File: config.mk
export PLATFORM = sky130hd
export DESIGN_NAME = imp_cal_square
export DESIGN_NICKNAME = d
export VERILOG_FILES = /design/src/rtl/imp_cal_square.sv
export SDC_FILE = /design/constraint.sdc
export NUM_CORES = 1
export LEC_CHECK = 0
export BUFFER_PORTS_ARGS = -buffer_cell sky130_fd_sc_hd__buf_2
export CORE_ASPECT_RATIO = 1.5
export CORE_MARGIN = 10
export CORE_UTILIZATION = 56
export CTS_CLUSTER_DIAMETER = 200
export DETAILED_ROUTE_END_ITERATION = 8
export MAX_ROUTING_LAYER = met4
export PLACE_DENSITY = 0.93
export RECOVER_POWER = 50
export SLEW_MARGIN = 25
export SYNTH_ARGS = -nofsm -noshare
export SYNTH_HDL_FRONTEND = slang
export SYNTH_SLANG_ARGS = --single-unit
File: constraint.sdc
create_clock -name i_clk -period 7.56 [get_ports i_clk]
set_clock_uncertainty 0.2 [all_clocks]
set_input_delay 0 -clock i_clk [delete_from_list [all_inputs] [get_ports i_clk]]
set_output_delay 0 -clock i_clk [all_outputs]
set_load 0.03 [all_outputs]
File: src/rtl/imp_cal_square.sv
// Sequential shift-add 8x8 squarer with floor-square-root check.
// Optional macro IMP_SQUARE_CHECK_EN enables the CHK state, o_rem and o_floor_ok.
module imp_cal_square (
  input  logic        i_clk,
  input  logic        i_rstn,
  input  logic        i_start,
  input  logic [7:0]  i_root,
  input  logic [15:0] i_data,
  output logic        o_busy,
  output logic        o_done,
  output logic [15:0] o_square,
  output logic [15:0] o_rem,
  output logic        o_floor_ok
);

`ifdef IMP_SQUARE_CHECK_EN
  typedef enum logic [1:0] {IDLE = 2'd0, MUL = 2'd1, CHK = 2'd2} state_t;
`else
  typedef enum logic [1:0] {IDLE = 2'd0, MUL = 2'd1} state_t;
`endif

  state_t      state_reg, state_next;
  logic [7:0]  root_reg, root_next;
  logic [15:0] acc_reg, acc_next;
  logic [2:0]  k_reg, k_next;
  logic        busy_reg, busy_next;
  logic        done_reg, done_next;
  logic [15:0] square_reg, square_next;
  logic [15:0] addend;
  logic [15:0] acc_sum;

  // Partial product for the current bit; the sum never exceeds 255*255.
  assign addend  = root_reg[k_reg] ? ({8'd0, root_reg} << k_reg) : 16'd0;
  assign acc_sum = acc_reg + addend;

`ifdef IMP_SQUARE_CHECK_EN
  logic [15:0] data_reg, data_next;
  logic [15:0] rem_reg, rem_next;
  logic        ok_reg, ok_next;
  logic [16:0] next_square;
  logic        sq_le_data;
  logic        data_lt_next;

  // (R+1)^2 = S + 2R + 1 needs 17 bits when R = 255.
  assign next_square  = {1'b0, acc_reg} + {8'd0, root_reg, 1'b0} + 17'd1;
  assign sq_le_data   = (acc_reg <= data_reg);
  assign data_lt_next = ({1'b0, data_reg} < next_square);
`else
  logic unused_data;
  assign unused_data = ^i_data;
`endif

  always_ff @(posedge i_clk or negedge i_rstn) begin
    if (!i_rstn) begin
      state_reg  <= IDLE;
      root_reg   <= 8'd0;
      acc_reg    <= 16'd0;
      k_reg      <= 3'd0;
      busy_reg   <= 1'b0;
      done_reg   <= 1'b0;
      square_reg <= 16'd0;
`ifdef IMP_SQUARE_CHECK_EN
      data_reg   <= 16'd0;
      rem_reg    <= 16'd0;
      ok_reg     <= 1'b0;
`endif
    end else begin
      state_reg  <= state_next;
      root_reg   <= root_next;
      acc_reg    <= acc_next;
      k_reg      <= k_next;
      busy_reg   <= busy_next;
      done_reg   <= done_next;
      square_reg <= square_next;
`ifdef IMP_SQUARE_CHECK_EN
      data_reg   <= data_next;
      rem_reg    <= rem_next;
      ok_reg     <= ok_next;
`endif
    end
  end

  always_comb begin
    state_next  = state_reg;
    root_next   = root_reg;
    acc_next    = acc_reg;
    k_next      = k_reg;
    busy_next   = busy_reg;
    done_next   = 1'b0;
    square_next = square_reg;
`ifdef IMP_SQUARE_CHECK_EN
    data_next   = data_reg;
    rem_next    = rem_reg;
    ok_next     = ok_reg;
`endif
    case (state_reg)
      IDLE: begin
        if (i_start) begin
          root_next  = i_root;
`ifdef IMP_SQUARE_CHECK_EN
          data_next  = i_data;
`endif
          acc_next   = 16'd0;
          k_next     = 3'd0;
          busy_next  = 1'b1;
          state_next = MUL;
        end
      end
      MUL: begin
        acc_next = acc_sum;
        k_next   = k_reg + 3'd1;
        if (k_reg == 3'd7) begin
`ifdef IMP_SQUARE_CHECK_EN
          state_next  = CHK;
`else
          // Without the checker the last product step is also the result edge.
          square_next = acc_sum;
          done_next   = 1'b1;
          busy_next   = 1'b0;
          state_next  = IDLE;
`endif
        end
      end
`ifdef IMP_SQUARE_CHECK_EN
      CHK: begin
        square_next = acc_reg;
        rem_next    = sq_le_data ? (data_reg - acc_reg) : 16'd0;
        ok_next     = sq_le_data && data_lt_next;
        done_next   = 1'b1;
        busy_next   = 1'b0;
        state_next  = IDLE;
      end
`endif
      default: begin
        busy_next  = 1'b0;
        state_next = IDLE;
      end
    endcase
  end

  assign o_busy   = busy_reg;
  assign o_done   = done_reg;
  assign o_square = square_reg;
`ifdef IMP_SQUARE_CHECK_EN
  assign o_rem      = rem_reg;
  assign o_floor_ok = ok_reg;
`else
  assign o_rem      = 16'd0;
  assign o_floor_ok = 1'b0;
`endif

endmodule

==> run_results.csv <==
group,metric,value,unit
global_routing,grt.busiest_layer,"met2",
sta,hold_viol,0,
synth,synth.most_common_cell,"nand2_1",
route,first_iter_violations,187,
route,wl_per_cell,16.5,µm
critical_path,cp-start-kind,"flip-flop",
synth,yosysWarnings,0,
critical_path,worstPathArrival,3770,ps
critical_path,critPathMaxFanout,21,
die,die_w,80.4,µm
worst_hold_path,hold_class,"input pin to flip-flop",
synth,syn-cell-area,3060,µm²
synth,synth_top_area_cell,"dfrtp_1",
synth,synth.top_cell.area_share,0.368,
place,place.gp.congestion,0.968,
global_routing,grt_usage,0.170,
global_routing,use_met2,0.289,
route,drtAntennaViolNets,0,
power,clkPwrFrac,0.109,
clocking,cts_root_buffer,"clkbuf_8",
sta,fin_crit,3810,ps
power,ir_drop,0.000269,V
worst_hold_path,min_from,"i_start",
synth,synth_top_family_by_area,"compound AO/OA/AOI/OAI gates",
clocking,clock_latency,310,ps
clocking,cts_setup_buffers,0,
final_layout,final_core_util,0.641,
final_layout,drive_gt1_frac,0.149,
global_routing,grt_first_pass_wirelength,12100,µm
clocking,cts_buffers,5,
sta,clock.fmax,262,MHz
synth,synth-main-ff-cell,"dfrtp_1",
critical_path,cp.required,7520,ps
synth,synth_xor_area_frac,0.0172,
worst_hold_path,min_path_cells,3,
place,numPortBuffers,28,
final_layout,nets,407,
sta,period_share,0.504,
die,dieArea,8880,µm²
synth,synth.area.mux_share,0.0998,
global_routing,use_met1,0.192,
synth,syn_inst,332,
die,io-pin-count,62,
synth,async_flop_share,1.00,
route,routed_wl,7130,µm
die,num_rows,32,
clocking,holdBufCountCts,10,
status,outcome,"finished, violations left",
sta,drv_slew,46,
die,core,5200,µm²
critical_path,worst-setup-path-type,"flip-flop to flip-flop",
critical_path,setup.worst_path.end_class,"flip-flop",
power,p_total,1.75,mW
critical_path,reg2reg_to,"o_square[15]$_DFFE_PN0P_",
clocking,clk_pin_slew,90,ps
global_routing,grt_pass1_vias,2562,
synth,ys_ff_latch,45,
status,violations,"max-capacitance violations, max-slew violations",
synth,synthAdderAreaFrac,0.0761,
global_routing,use_met3,0.0284,
sta,hold_ws,239,ps
sta,finalSetupTns,0,ps
synth,synth_common_cells,"54 x nand2_1, 45 x dfrtp_1, 26 x nor2_1",
clocking,clkSinkCount,45,
clocking,postCtsResizedCells,0,
global_routing,overflow,0,
global_routing,grt_max_degree,46,
power,share_seq_of_total_power,0.285,
place,dp_hpwl,5310,µm
final_layout,diodes,0,
power,switching_share,0.494,
power,p_comb_frac,0.605,
global_routing,antenna_found_initial,0,
route,drt_first_pass_iters,4,
synth,synth-edff-count,0,
power,cellLeakagePower,1.51,nW
route,vias,2543,
critical_path,r2r_start,"k_reg[0]$_DFFE_PN0P_",
synth,yosysSeqAreaShare,0.368,
final_layout,syn_to_final_growth,9.08,%
sta,setup_violations,0,
clocking,cts_tree,"done",
synth,yosys.area_share.simple,0.156,
place,placedCellCount,413,
power,netSwitchingPower,0.867,mW
route,drc,0,
die,fp.dieH,111,µm
run,maxCapViolations,1,
power,power_density,526,nW/µm²
synth,synthTopCellsByArea,"dfrtp_1 37%, ha_1 7.0%, nand2_1 6.6%, mux2_2 5.9%, buf_4 4.7%",
clocking,cts_buffer_depth,2,
synth,yosysUniqueCellTypes,48,
critical_path,r2r_slack,3750,ps
critical_path,r2r_cells,10,
die,initial_core_util,0.588,
worst_hold_path,whs_endpoint,"k_reg[1]$_DFFE_PN0P_",
power,p_int,0.888,mW
synth,synth-compound-area-share,0.198,
sta,rsz0062_at_grt,"false",
route,via_per_inst,5.90,
final_layout,stdcell_count,431,
synth,postSynthAreaPerCell,9.21,µm²
clocking,cts_max_level,2,
sta,slew_headroom,-0.604,
sta,worst_pin_slew,2410,ps
## per-stage QoR
step | setup WS, ps | instance area (µm²)
final | 3750 | 3340
after global routing | 3450 | 3340
after CTS | 3790 | 3350
after detailed placement | 3810 | 3130
after global placement | 3840 | 3130
after floorplan | 4450 | 3120
## area by class of cell
type	count	area [µm²]
Multi-Input combinational cell	262	1740
Timing Repair Buffer	39	235
Clock buffer	6	82.6
Fill cell	445	1870
Inverter	9	33.8
Sequential cell	45	1130
Clock inverter	2	37.5
Tap cell	68	85.1
## power by group through the flow
stage,Clock [mW],Combinational [mW],Sequential (mW)
floorplan,0,0.826,0.513
global placement,0,1.01,0.495
detailed placement,0,1.05,0.501
CTS,0.196,1.06,0.497
global route,0.208,1.18,0.521
finish,0.192,1.06,0.501
## cells in the final DEF, fill, tap and decap left out, types with 2 or more instances in the layout
| cell | count |
|---|---|
| nor3_1 | 5 |
| o2111ai_1 | 6 |
| dfrtp_1 | 45 |
| o211ai_1 | 11 |
| dlygate4sd3_1 | 10 |
| nor2_1 | 26 |
| conb_1 | 17 |
| o31ai_1 | 7 |
| o21a_1 | 4 |
| mux4_2 | 2 |
| nand3_1 | 8 |
| mux2i_1 | 8 |
| xor2_1 | 2 |
| nand4_1 | 3 |
| a31oi_1 | 3 |
| xnor2_1 | 4 |
| mux2_2 | 16 |
| o21ai_0 | 14 |
| nand2_1 | 54 |
| a21o_2 | 3 |
| o311ai_1 | 2 |
| nand2b_1 | 4 |
| and2_1 | 2 |
| a22o_1 | 5 |
| a21oi_2 | 2 |
| and4_1 | 3 |
| clkbuf_1 | 10 |
| a21oi_1 | 18 |
| ha_1 | 17 |
| a211o_1 | 2 |
| buf_2 | 18 |
| o21a_2 | 2 |
| clkbuf_8 | 6 |
| inv_1 | 8 |
## layer usage
layer	up-vias	routed length (µm)	part of all wire
li1	1222	-	-
met1	1235	2710	0.38
met2	73	3890	0.55
met3	13	380	0.053
met4	0	148	0.021
met5	-	0	0
## cells by family after synthesis
family	count (synthesis)
flops	45
mux	26
xor+xnor	6
other cells	1
fa+ha+maj	18
compound gates	86
buf+inv	41
simple gates	109
## how the worst max path moves through the flow
stage                               startpoint                  endpoint  cells past startpoint
after global routing      k_reg[0]$_DFFE_PN0P_  o_square[15]$_DFFE_PN0P_                     10
after floorplan           k_reg[0]$_DFFE_PN0P_  o_square[15]$_DFFE_PN0P_                     12
after CTS                 k_reg[0]$_DFFE_PN0P_  o_square[15]$_DFFE_PN0P_                     10
after detailed placement  k_reg[0]$_DFFE_PN0P_  o_square[15]$_DFFE_PN0P_                     10
after global placement    k_reg[0]$_DFFE_PN0P_  o_square[15]$_DFFE_PN0P_                     10
final                     k_reg[0]$_DFFE_PN0P_  o_square[15]$_DFFE_PN0P_                     10
## worst max-delay path, stage by stage, from the launching register on
cell and delay, ps:
dfrtp_1 810, mux4_2 600, nand2b_1 130, and2_1 270, nor2_1 80, ha_1 350, nand2_1 110, a21o_2 240
a211oi_4 510, o21a_2 260, o311ai_1 110
No activity file was read; power rests on OpenSTA's default activity.
